[config.mk]
export PLATFORM = sky130hd
export DESIGN_NAME = input_conditioner_flat
export DESIGN_NICKNAME = d
export VERILOG_FILES = /design/src/rtl/input_conditioner_if.sv /design/src/rtl/input_conditioner.sv /design/src/flat_wrapper.sv
export SDC_FILE = /design/constraint.sdc
export NUM_CORES = 1
export LEC_CHECK = 0
export CAP_MARGIN = 20
export CORE_MARGIN = 2
export CORE_UTILIZATION = 55
export DETAILED_ROUTE_END_ITERATION = 8
export HOLD_SLACK_MARGIN = 0.02
export PLACE_DENSITY = 0.76
export SETUP_SLACK_MARGIN = 0.4
export SLEW_MARGIN = 20
export SYNTH_ARGS = -nofsm -noshare
export SYNTH_HDL_FRONTEND = slang
export SYNTH_SLANG_ARGS = --single-unit
[constraint.sdc]
create_clock -name clk -period 3.6 [get_ports clk]
set_input_delay 0.54 -clock clk [delete_from_list [all_inputs] [get_ports clk]]
set_output_delay 0.54 -clock clk [all_outputs]
set_load 0.01 [all_outputs]
[src/rtl/input_conditioner_if.sv]
`default_nettype none
// ============================================================================
//  Module   : input_conditioner_if
//  Purpose  : Raw pad inputs and conditioned outputs of input_conditioner.
//  Revision : 1.0  initial release
// ============================================================================
interface input_conditioner_if;
    logic [7:0] sw_raw;
    logic       select_raw;
    logic [7:0] sw;
    logic       select;
    logic       select_press;
    logic       select_release;
    logic       sw_change;

    // master drives the pads and observes the clean levels; slave is the conditioner
    modport master (
        output sw_raw, select_raw,
        input  sw, select, select_press, select_release, sw_change
    );

    modport slave (
        input  sw_raw, select_raw,
        output sw, select, select_press, select_release, sw_change
    );
endinterface
`default_nettype wire

[src/rtl/input_conditioner.sv]
`default_nettype none
// ============================================================================
//  Module   : input_conditioner
//  Purpose  : Synchronises and debounces slide switches and the active-low
//             button, emitting clean levels and one-cycle change pulses.
//  Revision : 1.0  initial release
// ============================================================================
module input_conditioner #(
    parameter int CLKSPEED    = 50000000,
    parameter int DEBOUNCE_MS = 10
) (
    input  wire                  clk,
    input  wire                  reset_b,
    input_conditioner_if.slave   bus
);

    localparam int              c_N        = 9;
    localparam int              c_TICK_DIV = CLKSPEED / 1000;
    localparam int              c_PW       = $clog2(c_TICK_DIV);
    localparam int              c_CW       = $clog2(DEBOUNCE_MS + 1);
    localparam logic [c_PW-1:0] c_PLAST    = c_PW'(c_TICK_DIV - 1);
    localparam logic [c_CW-1:0] c_CLAST    = c_CW'(DEBOUNCE_MS - 1);
    // Bit 8 carries the raw button, whose idle level is high
    localparam logic [c_N-1:0]  c_SYNC_RST = 9'h100;

    logic [c_N-1:0]  r_sync1;
    logic [c_N-1:0]  r_sync2;
    logic [c_N-1:0]  w_synced;
    logic [c_PW-1:0] r_presc;
    logic            w_tick;
    logic [c_N-1:0]  w_stable;
    logic [c_N-1:0]  w_accept;
    logic            r_sw_change;
    logic            r_press;
    logic            r_release;

    always_ff @(posedge clk) begin
        if (!reset_b) begin
            r_sync1 <= c_SYNC_RST;
            r_sync2 <= c_SYNC_RST;
        end else begin
            r_sync1 <= {bus.select_raw, bus.sw_raw};
            r_sync2 <= r_sync1;
        end
    end

    assign w_synced = {~r_sync2[8], r_sync2[7:0]};

    assign w_tick = (r_presc == c_PLAST);

    always_ff @(posedge clk) begin
        if (!reset_b) begin
            r_presc <= '0;
        end else if (w_tick) begin
            r_presc <= '0;
        end else begin
            r_presc <= r_presc + c_PW'(1);
        end
    end

    for (genvar gi = 0; gi < c_N; gi++) begin : g_deb
        logic [c_CW-1:0] r_cnt;
        logic            r_stable;
        logic            w_mismatch;

        assign w_mismatch   = (w_synced[gi] != r_stable);
        assign w_accept[gi] = w_mismatch && w_tick && (r_cnt == c_CLAST);
        assign w_stable[gi] = r_stable;

        // Any cycle back at the stable level discards the partial count
        always_ff @(posedge clk) begin
            if (!reset_b) begin
                r_cnt    <= '0;
                r_stable <= 1'b0;
            end else if (!w_mismatch) begin
                r_cnt <= '0;
            end else if (w_tick) begin
                if (w_accept[gi]) begin
                    r_stable <= w_synced[gi];
                    r_cnt    <= '0;
                end else begin
                    r_cnt <= r_cnt + c_CW'(1);
                end
            end
        end
    end

    // Pulses register on the same edge as the stable level they announce
    always_ff @(posedge clk) begin
        if (!reset_b) begin
            r_sw_change <= 1'b0;
            r_press     <= 1'b0;
            r_release   <= 1'b0;
        end else begin
            r_sw_change <= |w_accept[7:0];
            r_press     <= w_accept[8] &  w_synced[8];
            r_release   <= w_accept[8] & ~w_synced[8];
        end
    end

    assign bus.sw             = w_stable[7:0];
    assign bus.select         = w_stable[8];
    assign bus.sw_change      = r_sw_change;
    assign bus.select_press   = r_press;
    assign bus.select_release = r_release;

endmodule
`default_nettype wire

[src/flat_wrapper.sv]
// flat-port wrapper written by rule: the top's interface ports become plain ports
module input_conditioner_flat 
#(
    parameter int CLKSPEED    = 50000000,
    parameter int DEBOUNCE_MS = 10
)
  (clk, reset_b, bus_sw_raw, bus_select_raw, bus_sw, bus_select, bus_select_press, bus_select_release, bus_sw_change);
  input_conditioner_if bus_i ();
  input  wire clk;
  input  wire reset_b;
  input wire logic [$bits(bus_i.sw_raw)-1:0] bus_sw_raw;
  input wire logic [$bits(bus_i.select_raw)-1:0] bus_select_raw;
  output wire logic [$bits(bus_i.sw)-1:0] bus_sw;
  output wire logic [$bits(bus_i.select)-1:0] bus_select;
  output wire logic [$bits(bus_i.select_press)-1:0] bus_select_press;
  output wire logic [$bits(bus_i.select_release)-1:0] bus_select_release;
  output wire logic [$bits(bus_i.sw_change)-1:0] bus_sw_change;
  assign bus_i.sw_raw = bus_sw_raw;
  assign bus_i.select_raw = bus_select_raw;
  assign bus_sw = bus_i.sw;
  assign bus_select = bus_i.select;
  assign bus_select_press = bus_i.select_press;
  assign bus_select_release = bus_i.select_release;
  assign bus_sw_change = bus_i.sw_change;
  input_conditioner #(.CLKSPEED(CLKSPEED), .DEBOUNCE_MS(DEBOUNCE_MS)) u_core (.clk(clk), .reset_b(reset_b), .bus(bus_i));
endmodule
==> results of run 1 <==
[stage by stage]
| stage | power [mW] | instances | hold WS, ns |
|---|---|---|---|
| after floorplan | 0.971 | 410 | 0.386 |
| final | 1.60 | 501 | 0.425 |
| after detailed placement | 0.990 | 486 | 0.417 |
| after global routing | 1.67 | 501 | 0.455 |
| after global placement | 0.988 | 486 | 0.397 |
| after CTS | 1.62 | 501 | 0.433 |
[cells by family (layout without fill, tap and decap cells)]
group	after synthesis	in the layout
AND/OR/NAND/NOR	165	165
flip-flops	82	82
AO/OA/AOI/OAI	75	75
buffers and inverters	47	61
XOR/XNOR	22	22
adder cells (fa/ha/maj)	19	19
[layer usage]
layer / GRT usage [%] / vias up / wire length (um)
met2: 32.1 / 50 / 3150
met5: 0 / - / 0
li1: - / 1458 / -
met3: 3.18 / 11 / 272
met4: 8.37 / 0 / 111
met1: 26.8 / 1344 / 3340
[power by group through the flow]
| stage | Clock (mW) | Combinational, mW | Sequential [mW] |
|---|---|---|---|
| floorplan | 0 | 0.0266 | 0.945 |
| global placement | 0 | 0.0415 | 0.947 |
| detailed placement | 0 | 0.0427 | 0.947 |
| CTS | 0.653 | 0.0427 | 0.926 |
| global route | 0.693 | 0.0481 | 0.928 |
| finish | 0.633 | 0.0423 | 0.926 |
[final cells by class]
| cell class | count | area [um2] |
|---|---|---|
| multi-input cells | 281 | 1830 |
| inverters | 21 | 78.8 |
| flip-flops and latches | 82 | 1640 |
| well taps | 77 | 96.3 |
| repair buffers | 25 | 238 |
| clock inverters | 5 | 56.3 |
| fillers | 539 | 2350 |
| clock buffers | 10 | 128 |
[state kept, by name (all words and copies together) (netlist names)]
register,cells
u_core.bus.sw_change,1
u_core.r_sync1,9
u_core.bus.select_release,1
u_core.r_sync2,9
u_core.r_presc,16
u_core.g_deb.r_stable,8
u_core.g_deb.r_cnt,36
u_core.bus.select,1
u_core.bus.select_press,1
[worst min-delay path by stage]
stage                     slack, ns                         start                           end  cells past startpoint
after floorplan                0.39  u_core.r_sync1[8]$_SDFF_PN1_  u_core.r_sync2[8]$_SDFF_PN1_                      1
after global placement         0.40  u_core.r_sync1[8]$_SDFF_PN1_  u_core.r_sync2[8]$_SDFF_PN1_                      1
after detailed placement       0.42  u_core.r_sync1[2]$_SDFF_PN0_  u_core.r_sync2[2]$_SDFF_PN0_                      1
after CTS                      0.43  u_core.r_sync1[8]$_SDFF_PN1_  u_core.r_sync2[8]$_SDFF_PN1_                      1
after global routing           0.46  u_core.r_sync1[8]$_SDFF_PN1_  u_core.r_sync2[8]$_SDFF_PN1_                      1
final                          0.43  u_core.r_sync1[8]$_SDFF_PN1_  u_core.r_sync2[8]$_SDFF_PN1_                      1
[layout by cell type, fill, tap and decap left out, types with 17 or more instances in the layout]
cell type / count
inv_1: 21
nand4b_1: 17
dfxtp_1: 82
a21oi_1: 37
nor2_1: 17
nand2_1: 39
clkdlybuf4s50_1: 21
ha_1: 19
nand3_1: 24
[worst reg2reg max path, stage by stage, from the launching register on]
cell,delay [ns]
dfxtp_1,0.37
ha_1,0.24
nand3_1,0.14
and4b_1,0.70
buf_4,0.32
nand4b_1,0.11
a21oi_1,0.17
==> impl_metrics.ini, run 1 <==
[yosys]
ys_async_sr_fraction_pct = 0
synth_compound_area_share_pct = 11.7
synth.most_common_cell = dfxtp_1
ys_top_cells_by_count = 82 x dfxtp_1, 39 x nand2_1, 37 x a21oi_1
synthTopCellsByArea = dfxtp_1 44%, ha_1 6.4%, a21oi_1 5.0%
synth_seq_area_share_pct = 44.5
synth_cell_types = 34
synthAdderAreaFrac_pct = 6.44
synth_area_leader_cell = dfxtp_1
synth.avg_cell_area_um2 = 9.00
synth_nets = 440
synth-simple-area-share_pct = 26.2
synth_top_area_share_pct = 44.5
yosys_register_bits = 82
synth_flop_cell = dfxtp_1
yosys.area_share.xor_xnor_pct = 5.22
muxShareOfSynthArea_pct = 0
synth_edf_count = 0
syn_inst = 410
netlist_area_um2 = 3690
synth_top_family_by_area = simple AND/OR/NAND/NOR gates
synth_warnings = 0

[floorplan]
die_y_um = 85.9
ioPinCount = 23
start_util_pct = 57.5
die_area_um2 = 7380
num_rows = 29
core_area_um2 = 6420
die_w_um = 85.9

[critical_path]
cp_max_fo = 17
r2r_slack_ns = 1.47
cp_num_cells = 6
reg2reg_depth = 6
r2r-start = u_core.r_presc[0]$_SDFF_PP0_
worst-path-buf-inv = 1
slowest_stage = and4b_1
critPathMaxStageDelay_ns = 0.70
crit_type = register to register
end_kind = register
start_kind = register
critical_path_arrival_ns = 2.40
crit_family = simple AND/OR/NAND/NOR gates
critPathLaunch = u_core.r_presc[0]$_SDFF_PP0_
r2r_end = u_core.g_deb[3].r_cnt[2]$_SDFFE_PN0P_
cp.required_ns = 3.87
crit_path_cell_trace = ha_1 > nand3_1 > and4b_1 > buf_4 > nand4b_1 > a21oi_1
crit_end = u_core.g_deb[3].r_cnt[2]$_SDFFE_PN0P_

[sta]
period_needed_ns = 2.13
rsz0062_at_grt = no
tightest_slew_ns = 0.757
fin_crit_sh_pct = 59.1
finClkSkew_ns = 0.00796
relSlewSlack_pct = 49.5
max_freq_ghz = 0.470
setup_violations = 0
slew_violations = 0
final_hold_viol_count = 0
layout_setup_ws_ns = 1.47
fin_tns_setup_ns = 0

[clock_network]
tritoncts = built
clock_sinks = 82
hold_buffers = 0
insertion_delay_ns = 0.35
cts_buffers = 9
clockBufferDepth = 2
cts_htree_levels = 3
post_cts_buffers = 0
post_cts_resize_count = 0
cts_root_buffer = clkbuf_8
clk_pin_slew_ns = 0.08

[placed_design]
io_buffer_count = 22
gp_congestion = 0.821
place_ws_ns = 1.49
hpwl_mm = 4.54
dpl_cell_area_um2 = 3880

[drt]
drc_errors = 0
routedWlPerCell_um = 13.7
drtPass1Iterations = 4
first_iter_violations = 186
antenna_left = 0
vias = 2863
drt-vias-per-instance = 5.71
wirelength_mm = 6.87

[power]
clockPowerShare_pct = 39.5
ir_drop_v = 0.000241
p_leak_nw = 1.43
switching_share_pct = 21.7
internal-power_mw = 1.25
p_per_area_nw_per_um2 = 394
p_switching_uw = 348
seqPwrFrac_pct = 57.8
comb_power_share_pct = 2.6

[min_path]
worstHoldPathType = register to register

[layout]
n_antenna_cell = 0
drive_gt1_share_pct = 4.48
final_util_pct = 63.4
nets = 450
stdcell_area_um2 = 4070
syn2layout_area_growth_pct = 10.3

[grt]
grt_pass1_vias = 2703
grt_antenna_before_repair = 0
overflow = 0
grt_max_degree = 66
grt_pass1_wl_mm = 12.1
grtUsageTotal_pct = 20.0

[run]
drv_cap = 0

[run_status]
status = completed
(Power assumes the default switching activity.)
==> run 2, diff against run 1 <==
--- a/config.mk
+++ b/config.mk
@@ -7,7 +7,7 @@
 export LEC_CHECK = 0
 export CAP_MARGIN = 20
 export CORE_MARGIN = 2
-export CORE_UTILIZATION = 55
+export CORE_UTILIZATION = 53
 export DETAILED_ROUTE_END_ITERATION = 8
 export HOLD_SLACK_MARGIN = 0.02
 export PLACE_DENSITY = 0.76
==> constraint.sdc (replaced) <==
create_clock -name clk -period 1.8 [get_ports clk]
set_input_delay 0.27 -clock clk [delete_from_list [all_inputs] [get_ports clk]]
set_output_delay 0.27 -clock clk [all_outputs]
set_load 0.01 [all_outputs]
==> run 2 against run 1 <==
  * The run now ends with negative setup slack left
  * Fmax is 15% higher
  * Flip-flop and latch count stayed put
  * Count of clock-buffer cells in the layout is 1 higher
  * Routed wire length is 56% higher
  * First-iteration DRC count is 28% higher
  * Worst hold slack worse by 0.037 ns
  * Critical path depth stayed put
  * Cell area is 28% higher
  * Combinational power grew to 2.7 times the previous value
  * Via count is 19% higher
  * Sequential share of layout area is 8.5 points lower
  * Largest cell class unchanged
  * Largest power group unchanged
==> impl_metrics.ini, run 2 (synthesized netlist as in run 1, its figures left out) <==
[run_status]
status = finished, violations left
violations = negative setup slack

[power]
p_per_area_nw_per_um2 = 685
total_power_mw = 3.57
p_leak_nw = 1.99
ir_drop_v = 0.000737

[critical_path]
reg2reg_depth = 6
r2r_slack_ns = -0.05
r2r_end = u_core.g_deb[8].r_cnt[2]$_SDFFE_PN0P_
start_kind = register
cp_max_fo = 7
end_kind = register
crit_type = register to register
critical_path_arrival_ns = 2.14
r2r-start = u_core.r_presc[4]$_SDFF_PP0_
cp.required_ns = 2.09

[sta]
finClkSkew_ns = 0.00682
period_needed_ns = 1.85
relSlewSlack_pct = 71.0
layout_setup_ws_ns = -0.0546
final_hold_viol_count = 0
slew_violations = 0
fin_tns_setup_ns = -0.0546
setup_violations = 1
fin_crit_sh_pct = 103
tightest_slew_ns = 0.433
max_freq_ghz = 0.539
holdWs_ns = 0.388
rsz0062_at_grt = yes

[layout]
nets = 508
drive_gt1_share_pct = 31.3
final_common_cell = dfxtp_1
n_antenna_cell = 0
top_register = u_core.g_deb.r_cnt
final_cell_mix = 68 x dfxtp_1, 30 x buf_4, 29 x nand2_1, 22 x nand3_1, 21 x inv_1
multi_input_area_um2 = 2220
largest_reg_flops = 36
stdcell_area_um2 = 5210
regArea_um2 = 1660
fillers = 406
top_regs = u_core.g_deb.r_cnt x36, u_core.r_presc x16
syn2layout_area_growth_pct = 41.2

[clock_network]
tritoncts = built
cts_root_buffer = clkbuf_8
insertion_delay_ns = 0.36
cts_htree_levels = 3
clockBufferDepth = 2
cts_buffers = 9
hold_buffers = 0
clock_sinks = 82
clk_pin_slew_ns = 0.08

[grt]
grt_pass1_wl_mm = 15.4
grt_antenna_before_repair = 0
grt_max_degree = 28
overflow = 0
grt_pass1_vias = 3178
grtUsageTotal_pct = 25.6

[drt]
routedWlPerCell_um = 19.1
drtPass1Iterations = 5
first_iter_violations = 238
antenna_left = 0
drt-vias-per-instance = 6.06
wirelength_mm = 10.7
drc_errors = 0
vias = 3411

[min_path]
worstHoldPathType = primary input to register
holdPathStages = 3
hold_start = reset_b
whs_endpoint = u_core.g_deb[1].r_cnt[3]$_SDFFE_PN0P_

[run]
drv_cap = 0

[placed_design]
io_buffer_count = 22
hpwl_mm = 4.74
dpl_cell_area_um2 = 4000
place_ws_ns = 0.00548
gp_congestion = 0.883

[floorplan]
ioPinCount = 23
die_y_um = 87.4
start_util_pct = 54.6
die_w_um = 87.4
num_rows = 30
die_area_um2 = 7640
core_area_um2 = 6760
## run 2: metrics by stage
step | utilization, % | instances
2_1_floorplan | - | 410
3_3_place_gp | 59.2 | 499
3_5_place_dp | 59.2 | 499
4_1_cts | 69.9 | 546
5_1_grt | 77.1 | 563
6_report | 77.1 | 563
## run 2: final cells by class
type	count	share of cell area [%]
multi-input cells	281	42.7
flip-flops and latches	82	31.8
repair buffers	83	17.6
clock buffers	11	2.52
clock inverters	5	1.97
well taps	80	1.92
inverters	21	1.51
## run 2: what timing repair did
| item | 4_1_cts | 5_1_grt |
|---|---|---|
| pin swaps | 30 | 39 |
| gates cloned | 7 | 1 |
| gates resized for setup | 68 | 78 |
| buffers inserted | 24 | 16 |
| endpoints found under the setup margin | 75 | 63 |
## run 2: worst max-delay path, cell delays in order (launching register included)
cell,delay (ns)
dfxtp_2,0.34
nor4b_4,0.32
nand4b_1,0.17
buf_6,0.17
buf_6,0.12
or4_1,0.48
a21oi_1,0.17
## run 2: routing by layer
metal	wire [um]	GRT usage, %
met1	4540	32.4
met2	5380	43.4
met3	545	6.07
met4	262	7.27
met5	0	0
## run 2: power by group
group	switching, mW	leakage, nW	internal (mW)
Sequential	0.0178	0.671	1.84
Clock	0.677	0.114	0.921
Combinational	0.0599	1.21	0.0554
Total	0.755	1.99	2.81
## run 2: worst max path at each step
stage                                       start                                    end  slack [ns]
floorplan            u_core.r_presc[1]$_SDFF_PP0_  u_core.g_deb[8].r_cnt[2]$_SDFFE_PN0P_        0.27
finish               u_core.r_presc[4]$_SDFF_PP0_  u_core.g_deb[8].r_cnt[2]$_SDFFE_PN0P_       -0.05
CTS                  u_core.r_presc[4]$_SDFF_PP0_  u_core.g_deb[8].r_cnt[2]$_SDFFE_PN0P_        0.12
detailed placement  u_core.r_presc[10]$_SDFF_PP0_  u_core.g_deb[8].r_cnt[2]$_SDFFE_PN0P_       0.005
global placement    u_core.r_presc[10]$_SDFF_PP0_  u_core.g_deb[8].r_cnt[2]$_SDFFE_PN0P_        0.08
global route         u_core.r_presc[4]$_SDFF_PP0_  u_core.g_deb[8].r_cnt[2]$_SDFFE_PN0P_        -0.1
==> run 3, diff against run 2 <==
--- a/config.mk
+++ b/config.mk
@@ -6,8 +6,11 @@
 export NUM_CORES = 1
 export LEC_CHECK = 0
 export CAP_MARGIN = 20
+export CELL_PAD_IN_SITES_DETAIL_PLACEMENT = 1
+export CELL_PAD_IN_SITES_GLOBAL_PLACEMENT = 1
+export CORE_ASPECT_RATIO = 0.7
 export CORE_MARGIN = 2
-export CORE_UTILIZATION = 53
+export CORE_UTILIZATION = 41
 export DETAILED_ROUTE_END_ITERATION = 8
 export HOLD_SLACK_MARGIN = 0.02
 export PLACE_DENSITY = 0.76
==> run 3 against run 2 <==
  * The flow still finishes with violations (negative setup slack)
  * First-iteration DRC count is 8.0% higher
  * Count of clock-buffer cells in the layout increased by 4
  * Sequential share of layout area rose by 0.81 points
  * Sequential power about the same
  * Clock power increased by 22%
  * Via count decreased by 2.3%
  * Global-route usage shrank 0.38 points
  * Critical path type unchanged
  * Largest power group is now the clock network
==> impl_metrics.ini, run 3 (synthesized netlist as in run 1, its figures left out) <==
[floorplan]
num_rows = 28
die_area_um2 = 9790
ioPinCount = 23
start_util_pct = 43.0
die_y_um = 83.4
die_w_um = 117
core_area_um2 = 8580

[grt]
grt_pass1_vias = 3506
grt_antenna_before_repair = 1
overflow = 0
grt_pass1_wl_mm = 19.2
grt_max_degree = 27
grtUsageTotal_pct = 25.2

[clock_network]
insertion_delay_ns = 0.35
clk_pin_slew_ns = 0.07
cts_buffers = 9
hold_buffers = 0
clockBufferDepth = 2
cts_htree_levels = 3
tritoncts = built
cts_root_buffer = clkbuf_16
clock_sinks = 82

[layout]
top_register = u_core.g_deb.r_cnt
regArea_um2 = 1660
largest_reg_flops = 36
top_regs = u_core.g_deb.r_cnt x36, u_core.r_presc x16
final_common_cell = dfxtp_1
final_cell_mix = 72 x dfxtp_1, 36 x nand2_1, 25 x buf_4, 21 x inv_1, 21 x nand3_1
syn2layout_area_growth_pct = 37.7
nets = 495
multi_input_area_um2 = 2060
drive_gt1_share_pct = 24.5
fillers = 936

[critical_path]
critical_path_arrival_ns = 2.07
end_kind = register
crit_type = register to register
crit_path_cell_trace = nor4b_4 > buf_4 > and4b_2 > buf_12 > buf_6 > nand4b_1 > a21oi_1
slowest_stage = dfxtp_4
cp_max_fo = 8
cp.required_ns = 2.06
start_kind = register
critPathMaxStageDelay_ns = 0.35

[power]
ir_drop_v = 0.000769
p_leak_nw = 1.91
p_per_area_nw_per_um2 = 774
total_power_mw = 3.93

[sta]
final_hold_viol_count = 0
setup_violations = 2
max_freq_ghz = 0.551
relSlewSlack_pct = 66.2
finClkSkew_ns = 0.0115
fin_tns_setup_ns = -0.0162
holdWs_ns = 0.404
period_needed_ns = 1.81
tightest_slew_ns = 0.507
fin_crit_sh_pct = 101
layout_setup_ws_ns = -0.0139
slew_violations = 0
rsz0062_at_grt = yes

[run_status]
status = finished, violations left
violations = negative setup slack

[drt]
antenna_left = 0
first_iter_violations = 257
vias = 3333
drtPass1Iterations = 4
routedWlPerCell_um = 20.5
drc_errors = 0
drt-vias-per-instance = 5.64
wirelength_mm = 12.1

[min_path]
worstHoldPathType = register to register

[placed_design]
place_ws_ns = -0.0856
hpwl_mm = 6.15
gp_congestion = 0.839
io_buffer_count = 22

[run]
drv_cap = 0
run 3: cell count changes in the layout (fill, tap and decap cells not counted), sizes merged:
cell      delta
bufbuf       +1
diode        +1
buf         -13
clkinvlp     -1
clkbuf       +3
clkinv       -1
bufinv       -2
run 3: worst max-delay path: cells and delay by family (launching register included):
kind                   cells  cell delay, ns
AO/OA/AOI/OAI              1            0.22
AND/OR/NAND/NOR            3            0.73
flip-flops                 1            0.35
buffers and inverters      3            0.43
run 3: final timing paths:
kind	startpoint	end	slack, ns	cells past startpoint
hold / removal	u_core.r_sync1[8]$_SDFF_PN1_	u_core.r_sync2[8]$_SDFF_PN1_	0.40	1
setup / recovery	u_core.r_presc[10]$_SDFF_PP0_	u_core.g_deb[6].r_cnt[2]$_SDFFE_PN0P_	-0.01	7
hold reg to reg	u_core.r_sync1[8]$_SDFF_PN1_	u_core.r_sync2[8]$_SDFF_PN1_	0.40	1
setup reg to reg	u_core.r_presc[10]$_SDFF_PP0_	u_core.g_deb[6].r_cnt[2]$_SDFFE_PN0P_	-0.01	7
run 3: layer usage:
metal,vias up,track usage (%),part of all wire (%)
li1,1558,-,-
met1,1654,32.3,46
met2,86,41.6,48
met3,35,5.43,3.9
met4,0,9.86,2.6
met5,-,0,0
run 3: cell type report:
class	count	share of cell area [%]
Antenna cell	1	0.0492
Multi-Input combinational cell	281	40.4
Sequential cell	82	32.6
Clock buffer	15	5.66
Inverter	21	1.55
Clock inverter	1	0.591
Tap cell	120	2.95
Timing Repair Buffer	70	16.1
run 3: what timing repair did:
item	in CTS	in global routing
setup buffers	21	2
pin swaps	37	14
gates cloned	7	0
gates resized for setup	58	35
setup endpoints to repair	74	63
run 3: power by group:
group          switching, mW  internal [mW]
Combinational         0.0644         0.0628
Clock                  0.721           1.23
Sequential            0.0180           1.84
run 3: through the flow:
step	utilization (%)	std cells	area, um2
2_1_floorplan	-	410	3730
3_3_place_gp	47.7	544	4100
3_5_place_dp	47.7	544	4100
4_1_cts	57.6	588	4950
5_1_grt	59.2	591	5080
6_report	59.2	591	5080
